`config.mk`:
```
export PLATFORM = sky130hd
export DESIGN_NAME = wrap030_dram_ctrl
export DESIGN_NICKNAME = d
export VERILOG_FILES = /design/src/rtl/wrap030_dram_pkg.sv /design/src/rtl/wrap030_dram_refresh.sv /design/src/rtl/wrap030_dram_ctrl.sv
export SDC_FILE = /design/constraint.sdc
export NUM_CORES = 1
export LEC_CHECK = 0
export CORE_MARGIN = 2
export CORE_UTILIZATION = 53
export CTS_CLUSTER_DIAMETER = 100
export DETAILED_ROUTE_END_ITERATION = 10
export GPL_TIMING_DRIVEN = 0
export HOLD_SLACK_MARGIN = 0.02
export PLACE_DENSITY = 0.89
export SYNTH_ARGS = -nofsm -noshare
export SYNTH_HDL_FRONTEND = slang
export SYNTH_SLANG_ARGS = --single-unit
```
`constraint.sdc`:
```
create_clock -name busClk -period 2.9 [get_ports busClk]
set_clock_uncertainty 0.15 [all_clocks]
set_input_delay 0.725 -clock busClk [delete_from_list [all_inputs] [get_ports busClk]]
set_output_delay 0.725 -clock busClk [all_outputs]
set_load 0.02 [all_outputs]
```
`src/rtl/wrap030_dram_pkg.sv`:
```
// Shared types, defaults and helpers for the wrap030 DRAM controller.
package wrap030_dram_pkg;

  localparam int DEF_BANKS          = 2;
  localparam int DEF_ROW_BITS       = 11;
  localparam int DEF_COL_BITS       = 11;
  localparam int DEF_RAS_CYC        = 1;
  localparam int DEF_CAS_WAIT       = 1;
  localparam int DEF_PRE_CYC        = 2;
  localparam int DEF_REF_HOLD       = 3;
  localparam int DEF_REF_INTERVAL   = 390;
  localparam int DEF_INIT_CYC       = 5000;
  localparam int DEF_INIT_REFRESHES = 8;
  localparam int DEF_OVERLAY_LIMIT  = 'h80000;

  // Encoding order is also the stateDebug value.
  typedef enum logic [3:0] {
    ST_INIT = 4'd0,
    ST_IREF = 4'd1,
    ST_IDLE = 4'd2,
    ST_ROW  = 4'd3,
    ST_COL  = 4'd4,
    ST_ACK  = 4'd5,
    ST_RFC  = 4'd6,
    ST_RFR  = 4'd7,
    ST_PRE  = 4'd8
  } state_e;

  function automatic logic [3:0] state_dbg(input state_e s);
    return s;
  endfunction

  // Active-high CAS mask in memCas_n bit order: lane k (k=0 is D31:24) maps
  // to bit 3-k. Reads strobe every lane; writes strobe A1A0 .. A1A0+size-1.
  function automatic logic [3:0] cas_lanes(input logic [1:0] a, input logic [1:0] siz,
                                           input logic rd);
    int lo;
    int hi;
    logic [3:0] m;
    lo = int'(a);
    hi = lo + ((siz == 2'b00) ? 4 : int'(siz));
    m  = '0;
    for (int k = 0; k < 4; k++)
      if (rd || (k >= lo && k < hi)) m[3-k] = 1'b1;
    return m;
  endfunction

endpackage

```
`src/rtl/wrap030_dram_refresh.sv`:
```
// Refresh interval timer plus a small saturating count of owed refreshes.
module wrap030_dram_refresh #(
  parameter int REF_INTERVAL = 390
) (
  input  logic clk_i,
  input  logic rst_i,
  input  logic dec_i,
  output logic req_o
);
  localparam int TW = (REF_INTERVAL > 1) ? $clog2(REF_INTERVAL) : 1;

  logic [TW-1:0] tmr_q, tmr_d;
  logic [1:0]    pend_q, pend_d;
  logic          wrap;

  assign wrap = (tmr_q == TW'(REF_INTERVAL - 1));

  // A wrap in the same cycle as a request already counts as owed, so the
  // controller refreshes before servicing that request.
  assign req_o = wrap | (pend_q != 2'd0);

  // Next timer value and owed-refresh count (saturates at 3, floors at 0).
  always_comb begin
    tmr_d  = wrap ? '0 : tmr_q + 1'b1;
    pend_d = pend_q;
    if (wrap && !dec_i)
      pend_d = (pend_q == 2'd3) ? 2'd3 : pend_q + 2'd1;
    else if (!wrap && dec_i && pend_q != 2'd0)
      pend_d = pend_q - 2'd1;
  end

  // Timer and pending registers.
  always_ff @(posedge clk_i) begin
    if (rst_i) begin
      tmr_q  <= '0;
      pend_q <= '0;
    end else begin
      tmr_q  <= tmr_d;
      pend_q <= pend_d;
    end
  end

endmodule

```
`src/rtl/wrap030_dram_ctrl.sv`:
```
// 68030 bus to page-less DRAM controller: init, CAS-before-RAS refresh,
// single-beat accesses terminated with 32-bit DSACK.
module wrap030_dram_ctrl
  import wrap030_dram_pkg::*;
#(
  parameter int BANKS          = DEF_BANKS,
  parameter int ROW_BITS       = DEF_ROW_BITS,
  parameter int COL_BITS       = DEF_COL_BITS,
  parameter int RAS_CYC        = DEF_RAS_CYC,
  parameter int CAS_WAIT       = DEF_CAS_WAIT,
  parameter int PRE_CYC        = DEF_PRE_CYC,
  parameter int REF_HOLD       = DEF_REF_HOLD,
  parameter int REF_INTERVAL   = DEF_REF_INTERVAL,
  parameter int INIT_CYC       = DEF_INIT_CYC,
  parameter int INIT_REFRESHES = DEF_INIT_REFRESHES,
  parameter int OVERLAY_LIMIT  = DEF_OVERLAY_LIMIT,
  localparam int BANK_BITS     = $clog2(BANKS),
  localparam int ADDR_W        = 2 + COL_BITS + ROW_BITS + BANK_BITS,
  localparam int MA_W          = (ROW_BITS > COL_BITS) ? ROW_BITS : COL_BITS
) (
  input  logic              busClk,
  input  logic              busReset,
  input  logic              busAS_n,
  input  logic              busRW_n,
  input  logic              busAddr31,
  input  logic [1:0]        busFC,
  input  logic [1:0]        busSiz,
  input  logic [ADDR_W-1:0] busAddr,
  input  logic              romOverlay,
  output logic [MA_W-1:0]   memAddr,
  output logic [BANKS-1:0]  memRas_n,
  output logic [3:0]        memCas_n,
  output logic              memWe_n,
  output logic              memBufE_n,
  output logic [1:0]        busDsack_n,
  output logic              busDsackOe,
  output logic              initDone,
  output logic [3:0]        stateDebug
);
  localparam int BW = (BANK_BITS > 0) ? BANK_BITS : 1;
  localparam int CW = $clog2(INIT_CYC + RAS_CYC + CAS_WAIT + PRE_CYC + REF_HOLD + 2);
  localparam int IW = $clog2(INIT_REFRESHES + 2);

  state_e              state_q, state_d;
  logic [CW-1:0]       cnt_q;
  logic [IW-1:0]       iref_q;
  logic                init_done_q;
  logic [ROW_BITS-1:0] row_q;
  logic [COL_BITS-1:0] col_q;
  logic [BW-1:0]       bank_q, bank_in;
  logic [3:0]          cas_q;
  logic                we_q;
  logic                claim, ref_req;

  generate
    if (BANK_BITS > 0) begin : g_bank
      assign bank_in = busAddr[ADDR_W-1 -: BW];
    end else begin : g_nobank
      assign bank_in = '0;
    end
  endgenerate

  // Reads below the overlay limit belong to the boot ROM while overlay is on.
  assign claim = !busAS_n && !busAddr31 && (busFC[0] ^ busFC[1]) &&
                 !(busRW_n && romOverlay && (busAddr < ADDR_W'(OVERLAY_LIMIT)));

  wrap030_dram_refresh #(.REF_INTERVAL(REF_INTERVAL)) u_refresh (
    .clk_i (busClk),
    .rst_i (busReset),
    .dec_i (state_q == ST_RFC),
    .req_o (ref_req)
  );

  // State register.
  always_ff @(posedge busClk) begin
    if (busReset) state_q <= ST_INIT;
    else          state_q <= state_d;
  end

  // Next-state logic; cnt_q counts cycles spent in the current state.
  always_comb begin
    state_d = state_q;
    case (state_q)
      ST_INIT: if (cnt_q == CW'(INIT_CYC - 1)) state_d = ST_IREF;
      ST_IREF: state_d = (iref_q == IW'(INIT_REFRESHES)) ? ST_IDLE : ST_RFC;
      ST_IDLE: begin
        if (ref_req)    state_d = ST_RFC;
        else if (claim) state_d = ST_ROW;
      end
      ST_ROW: begin
        if (busAS_n)                      state_d = ST_PRE;
        else if (cnt_q == CW'(RAS_CYC))   state_d = ST_COL;
      end
      ST_COL: begin
        if (busAS_n)                      state_d = ST_PRE;
        else if (cnt_q == CW'(CAS_WAIT))  state_d = ST_ACK;
      end
      ST_ACK:  if (busAS_n) state_d = ST_PRE;
      ST_RFC:  state_d = ST_RFR;
      ST_RFR:  if (cnt_q == CW'(REF_HOLD - 1)) state_d = ST_PRE;
      ST_PRE:  if (cnt_q == CW'(PRE_CYC - 1)) state_d = init_done_q ? ST_IDLE : ST_IREF;
      default: state_d = ST_INIT;
    endcase
  end

  // Cycle counter, init refresh count and the latched access fields.
  always_ff @(posedge busClk) begin
    if (busReset) begin
      cnt_q       <= '0;
      iref_q      <= '0;
      init_done_q <= 1'b0;
      row_q       <= '0;
      col_q       <= '0;
      bank_q      <= '0;
      cas_q       <= '0;
      we_q        <= 1'b1;
    end else begin
      cnt_q <= (state_d != state_q) ? '0 : cnt_q + 1'b1;
      if (state_q == ST_IREF && state_d == ST_RFC)  iref_q <= iref_q + 1'b1;
      if (state_q == ST_IREF && state_d == ST_IDLE) init_done_q <= 1'b1;
      if (state_q == ST_IDLE && state_d == ST_ROW) begin
        row_q  <= busAddr[COL_BITS+2 +: ROW_BITS];
        col_q  <= busAddr[COL_BITS+1:2];
        bank_q <= bank_in;
        cas_q  <= cas_lanes(busAddr[1:0], busSiz, busRW_n);
        we_q   <= busRW_n;
      end
    end
  end

  // DRAM strobes and bus termination decoded from the current state.
  always_comb begin
    memRas_n   = '1;
    memCas_n   = 4'hF;
    memWe_n    = 1'b1;
    memBufE_n  = 1'b1;
    memAddr    = '0;
    busDsack_n = 2'b11;
    busDsackOe = 1'b0;
    case (state_q)
      ST_ROW: begin
        memAddr   = MA_W'(row_q);
        memBufE_n = 1'b0;
        memWe_n   = we_q;
        if (cnt_q != '0) memRas_n[bank_q] = 1'b0;
      end
      ST_COL: begin
        memAddr          = MA_W'(col_q);
        memBufE_n        = 1'b0;
        memWe_n          = we_q;
        memRas_n[bank_q] = 1'b0;
        if (cnt_q != '0) memCas_n = ~cas_q;
      end
      ST_ACK: begin
        memAddr          = MA_W'(col_q);
        memBufE_n        = 1'b0;
        memWe_n          = we_q;
        memRas_n[bank_q] = 1'b0;
        memCas_n         = ~cas_q;
        busDsack_n       = 2'b00;
        busDsackOe       = 1'b1;
      end
      ST_RFC: memCas_n = 4'h0;
      ST_RFR: begin
        memCas_n = 4'h0;
        memRas_n = '0;
      end
      default: ;
    endcase
  end

  assign initDone   = init_done_q;
  assign stateDebug = state_dbg(state_q);

endmodule
```
==> run metrics <==
flip-flop and latch count after synthesis 61; Gate Count Post-Synth 407; final antenna-violating net count 0; clock period minus worst slack 2.85 ns; Final Core Density 0.694; crit-path cells buf_4 > nand2b_2 > nor2_4 > buf_6 > nand2_1 > buf_4 > dlygate4sd2_1; number of instances in the placed design 545; via count 3206; TritonCTS clock tree built; total routed wire length on the met1 layer 3710 um; clock network fraction of total power 0.477; die footprint 7050 um^2; Post-synth EDFFs 0; sum of met3 wire segment lengths after detailed routing 481 um; prevailing post-synth register cell sky130_fd_sc_hd__dfxtp_1; Critical Path Slowest Stage Cell sky130_fd_sc_hd__dfxtp_1; number of hold violations in the final report 0; Overflow after GRT 0; internal power 1.50 mW; Worst Setup End Kind output pin; WL/cell 15.3 um; number of pins exceeding their max-slew limit in the final report 0; outcome complete, no violations; maximum number of pins on one net before global-route repair 11; dpl ws -0.313 ns; Async S/R FF share, synth 0; Hold/Removal Path Class flop to flop; MaxCap Viol Count 0; sequential-to-total area share from yosys stat 0.360; vias per cell 5.69; Port Buffer Count 61; IR drop worst, VDD 335 uV; area of the mapped netlist 3390 um^2; cell area power density 436 nW/um^2; synth warn 0; uppermost signal routing layer after detailed routing met4; Critical Path Fanout Max 10; share of final-layout standard cells stronger than drive strength 1 0.171; maximum clock frequency 0.350 GHz; Worst Max-Slew Pin Slew 0.515 ns; Max stage delay on crit path 0.37 ns; router iterations before antenna repair 5; Core Footprint 6280 um^2; clock latency of the later-clocked register in the worst-skew pair 0.34 ns; Placed Area 4100 um^2; final worst slack 0.0466 ns; Net Switching 0.404 mW; total power after layout 1.90 mW; final number of setup-violating endpoints 0; post-detail-place hpwl 6160 um; Final Instance Area 4360 um^2; number of buffers between clock root and the deepest sink 2; portion of total power attributed to combinational logic 0.073; Boundary Pins 62; via count of the first global-routing pass 3070; final net count 529; normalized max-slew margin 0.654; fill cell total of the finished layout 465; initial antenna violation count 0; average instance area after synthesis 8.33 um^2; Sw Share 0.213; number of buffers added by the clock tree synthesis step 9; FP Rows 29; # H-tree levels 3; Final GP Congestion 0.881; sequential power share 0.449; cell at the root of the clock tree sky130_fd_sc_hd__clkbuf_8; Clk pin slew, worst setup/hold paths 0.07 ns; Routed WL 8640 um; startpoint kind of the worst setup timing path flop; leak pwr 1.62 nW; crit path DAT 1.98 ns; global-route usage over all layers 0.245; starting density of the core 0.540; global-route wire length before repair 14000 um; final instance count without filler cells 563; Period Utilization, post-route 0.984; routed wire length on met2 4280 um; clk sink count 61; unrepaired setup endpoints after global routing true; die width 84.0 um; distinct cell type count of the synthesized netlist 62; Most common cell on crit path sky130_fd_sc_hd__buf_4; vertical die dimension 84.0 um; Initial DRC Count 276; required time of the critical path 2.03 ns; antenna fix cells 0; detailed-route DRC error count 0; area overhead of the layout relative to synthesis 28.5%; Setup Crit Path Kind flop to output pin; Post-Synthesis Net Count 455
==> kinds of logic after synthesis <==
kind of cell | share of synthesized area
xor gates and xnor gates | 0.0594
adders and majority gates | 0.0502
AOI/OAI and AO/OA | 0.202
muxes | 0.00295
DFF | 0.360
buffers and inverters | 0.0609
and+or+nand+nor | 0.264
==> layout make-up <==
cell class / count / area (um^2) / area share
multi-input combinational: 307 / 1990 / 0.456
sequential: 61 / 1220 / 0.281
timing repair buffer: 64 / 584 / 0.134
clock buffer: 13 / 179 / 0.0411
buffer: 23 / 165 / 0.0379
tap: 77 / 96.3 / 0.0221
clock inverter: 3 / 65.1 / 0.0149
inverter: 15 / 56.3 / 0.0129
==> critical path: cells and delay by family (launching register included) <==
kind | cells | cell delay, ns
flops | 1 | 0.37
simple gates | 3 | 0.45
buf+inv | 4 | 0.81
==> per-stage QoR <==
stage	TNS (ns)	hold WS, ns
4_1_cts	0	0.300
5_1_grt	-0.0173	0.320
3_5_place_dp	-12.72	0.292
3_3_place_gp	-10.90	0.289
6_report	0	0.301
2_1_floorplan	0	0.279
==> power groups by stage <==
stage	clock (mW)	sequential [mW]	combinational, mW
floorplan	0	0.871	0.0668
global placement	0	0.872	0.133
detailed placement	0	0.873	0.137
CTS	0.917	0.854	0.138
global route	0.964	0.855	0.152
finish	0.907	0.854	0.139
==> sequential cells by signal, summed over array words and instances (netlist names) <==
register          cells
bank_q                1
cas_q                 4
cnt_q                13
col_q                11
initDone              1
iref_q                4
row_q                11
stateDebug            4
u_refresh.pend_q      2
u_refresh.tmr_q       9
we_q                  1
==> path summary, 6_finish.rpt <==
kind                                  from                     to  slack, ns  depth (start not counted)
max               stateDebug[2]$_SDFF_PP0_          busDsack_n[1]       0.05                          7
min                  cas_q[2]$_SDFFE_PP0P_  cas_q[2]$_SDFFE_PP0P_       0.30                          2
max reg2reg  u_refresh.tmr_q[1]$_SDFF_PP0_    cnt_q[3]$_SDFF_PP0_       0.51                          9
min reg2reg          cas_q[2]$_SDFFE_PP0P_  cas_q[2]$_SDFFE_PP0P_       0.30                          2
==> placed cells by master (no fill, tap or decap), drive strengths merged, types with 2 or more instances in the layout <==
master / instances
bufinv: 2
o31ai: 3
a211oi: 15
buf: 21
nand3: 14
or3: 2
and2: 3
nand2b: 5
and4: 2
a22o: 11
xnor2: 13
ha: 12
clkdlybuf4s50: 39
clkbuf: 27
dfxtp: 61
nor4: 2
a31oi: 6
dlygate4sd2: 5
nand2: 76
nor3: 9
and3: 5
nor2: 41
xor2: 10
inv: 15
o21ai: 12
clkdlybuf4s15: 8
nor3b: 2
a21oi: 33
a21boi: 2
nor4b: 5
nand4: 8
==> timing repair <==
item / 4_1_cts / 5_1_grt
pin swaps: 2 / 1
hold endpoints to repair: 0 / 0
hold buffers: 0 / 0
gates resized for setup: 47 / 27
endpoints found under the setup margin: 23 / 32
buffers inserted: 3 / 0
==> layer usage <==
metal | vias up | global-route usage
li1 | 1558 | -
met1 | 1528 | 0.306
met2 | 105 | 0.414
met3 | 15 | 0.0544
met4 | 0 | 0.0894
met5 | - | 0
==> Yosys cell counts (2+ instances only) <==
| master | n | area [um^2] |
|---|---|---|
| sky130_fd_sc_hd__nor2_2 | 3 | 18.8 |
| sky130_fd_sc_hd__xnor2_1 | 13 | 114 |
| sky130_fd_sc_hd__xor2_1 | 10 | 87.6 |
| sky130_fd_sc_hd__ha_1 | 12 | 150 |
| sky130_fd_sc_hd__a31oi_1 | 5 | 31.3 |
| sky130_fd_sc_hd__o21ai_1 | 2 | 10.0 |
| sky130_fd_sc_hd__a21oi_1 | 33 | 165 |
| sky130_fd_sc_hd__buf_2 | 6 | 30.0 |
| sky130_fd_sc_hd__nand2b_1 | 5 | 31.3 |
| sky130_fd_sc_hd__a22o_1 | 11 | 96.3 |
| sky130_fd_sc_hd__or3_1 | 2 | 12.5 |
| sky130_fd_sc_hd__o21ai_0 | 9 | 45.0 |
| sky130_fd_sc_hd__a211oi_1 | 5 | 37.5 |
| sky130_fd_sc_hd__nor3b_1 | 2 | 15.0 |
| sky130_fd_sc_hd__buf_4 | 3 | 22.5 |
| sky130_fd_sc_hd__nand3_1 | 14 | 70.1 |
| sky130_fd_sc_hd__nand4_1 | 7 | 43.8 |
| sky130_fd_sc_hd__and3_1 | 4 | 25.0 |
| sky130_fd_sc_hd__clkbuf_1 | 10 | 37.5 |
| sky130_fd_sc_hd__nor3_1 | 7 | 35.0 |
| sky130_fd_sc_hd__nor2_1 | 38 | 143 |
| sky130_fd_sc_hd__inv_1 | 14 | 52.6 |
| sky130_fd_sc_hd__nor4b_1 | 3 | 26.3 |
| sky130_fd_sc_hd__dfxtp_1 | 61 | 1220 |
| sky130_fd_sc_hd__nand2_1 | 76 | 285 |
| sky130_fd_sc_hd__and2_4 | 2 | 17.5 |
| sky130_fd_sc_hd__buf_6 | 4 | 45.0 |
| sky130_fd_sc_hd__o31ai_1 | 3 | 22.5 |
| sky130_fd_sc_hd__a211oi_2 | 10 | 125 |
(Power assumes the default switching activity.)
==> patch: new RTL, same flow settings <==
Reset style: asynchronous (`busReset` and `rst_i`), changed in 3 clocked blocks.
--- a/src/rtl/wrap030_dram_refresh.sv
+++ b/src/rtl/wrap030_dram_refresh.sv
@@ -31,5 +31,5 @@
 
   // Timer and pending registers.
-  always_ff @(posedge clk_i) begin
+  always_ff @(posedge clk_i or posedge rst_i) begin
     if (rst_i) begin
       tmr_q  <= '0;
--- a/src/rtl/wrap030_dram_ctrl.sv
+++ b/src/rtl/wrap030_dram_ctrl.sv
@@ -73,5 +73,5 @@
 
   // State register.
-  always_ff @(posedge busClk) begin
+  always_ff @(posedge busClk or posedge busReset) begin
     if (busReset) state_q <= ST_INIT;
     else          state_q <= state_d;
@@ -105,5 +105,5 @@
 
   // Cycle counter, init refresh count and the latched access fields.
-  always_ff @(posedge busClk) begin
+  always_ff @(posedge busClk or posedge busReset) begin
     if (busReset) begin
       cnt_q       <= '0;
Function: no difference found for any inputs over 10 cycles, from zero or initial values and one cycle with busReset high; that may be too few to reach the edited logic, so the function may still have changed.
==> patch against the original RTL <==
Utilization is 6.7 points higher. Worst hold slack better by 0.020 ns. Final area is 10% higher. Worst setup slack worse by 0.30 ns. Largest cell class unchanged. Sequential cell count stayed put. The flow now finishes with violations (setup timing). Sequential power hardly changed. Critical path depth is 1 lower. Critical path type unchanged. Area after synthesis is 1.3% higher. Power is 6.1% lower. Routed wire length is 23% higher.
==> patch: results (changes against the original RTL) <==
<table>
<tr><th>Metric</th><th>Value</th></tr>
<tr><th colspan="2">Final layout</th></tr>
<tr><td>Number of filler cells placed in the layout</td><td>363 (-22%)</td></tr>
<tr><td>Area of combinational cells with multiple inputs</td><td>1970 um2 (-0.82%)</td></tr>
<tr><td>Layout cells sized above 1</td><td>0.343 (+0.172)</td></tr>
<tr><th colspan="2">Power</th></tr>
<tr><td>VDD IR max</td><td>0.000373 V (+11%)</td></tr>
<tr><td>Clock share of power</td><td>0.466 (-0.011)</td></tr>
<tr><td>Combinational power</td><td>0.102 mW (-27%)</td></tr>
<tr><th colspan="2">Global routing</th></tr>
<tr><td>Number of global-route vias before repair</td><td>3073 (+0.098%)</td></tr>
<tr><td>Wire length of the first global-routing pass</td><td>15.5 mm (+11%)</td></tr>
<tr><td>Global-route met2 utilization</td><td>0.467 (+0.0529)</td></tr>
<tr><th colspan="2">Logic synthesis</th></tr>
<tr><td>Mux share of post-synthesis cell area</td><td>0.0820 (+0.0790)</td></tr>
<tr><td>Adder and majority gate portion of the synthesized area</td><td>0.0495 (-0.000658)</td></tr>
<tr><td>Count of cell types in the netlist</td><td>58 (-6.5%)</td></tr>
<tr><td>Complex-gate fraction of the synthesized area</td><td>0.110 (-0.0919)</td></tr>
<tr><td>Net count after synthesis</td><td>376 (-17%)</td></tr>
<tr><td>Fraction of registers with async set/reset</td><td>1.00 (+1.00)</td></tr>
<tr><th colspan="2">Timing</th></tr>
<tr><td>Sum Neg Setup Slack</td><td>-2.80 ns (-2.80 ns)</td></tr>
<tr><td>Actual slew at the worst max-slew pin</td><td>0.749 ns (+0.235 ns)</td></tr>
<tr><td>Final worst setup slack</td><td>-0.250 ns (-0.296 ns)</td></tr>
<tr><td>Finish-stage setup viols</td><td>19 (+19)</td></tr>
<tr><th colspan="2">Run status</th></tr>
<tr><td>Run status</td><td>finished with violations</td></tr>
<tr><td>Violations in the final reports</td><td>setup timing</td></tr>
<tr><th colspan="2">Placement</th></tr>
<tr><td>Inst Count DP</td><td>467 (-14%)</td></tr>
<tr><td>Post-place setup slack</td><td>-1.09 ns (-0.776 ns)</td></tr>
<tr><td>Final estimated routing congestion in global placement</td><td>0.956 (+8.6%)</td></tr>
<tr><th colspan="2">Route</th></tr>
<tr><td>Detailed router's first-iteration violation count</td><td>301 (+9.1%)</td></tr>
<tr><th colspan="2">Critical path</th></tr>
<tr><td>Critical Path AT</td><td>2.27 ns (+0.29 ns)</td></tr>
<tr><td>Cell with the largest stage delay on the worst path</td><td>sky130_fd_sc_hd__or4_4</td></tr>
<tr><td>Biggest cell delay along the critical path</td><td>0.59 ns (+0.22 ns)</td></tr>
<tr><th colspan="2">Clock network</th></tr>
<tr><td>Setup fix buffers added after clock tree synthesis</td><td>15 (+12)</td></tr>
</table>
-- patch: cell type report --
class | instances | area share
buffer | 16 | 0.0305
inverter | 14 | 0.0109
multi-input combinational | 236 | 0.410
clock inverter | 5 | 0.0156
sequential | 61 | 0.319
tap | 77 | 0.0200
timing repair buffer | 87 | 0.165
clock buffer | 10 | 0.0286
-- patch: worst paths after layout --
kind | cells after the start | slack (ns) | end | startpoint
setup / recovery | 6 | -0.25 | memRas_n[1] | cnt_q[8]
hold / removal | 1 | 0.32 | iref_q[3] | iref_q[3]
setup reg to reg | 11 | -0.13 | cnt_q[1] | cnt_q[0]
hold reg to reg | 1 | 0.32 | iref_q[3] | iref_q[3]
max in group asynchronous | 3 | 1.33 | we_q | busReset
min in group asynchronous | 2 | 0.60 | u_refresh.tmr_q[0] | busReset
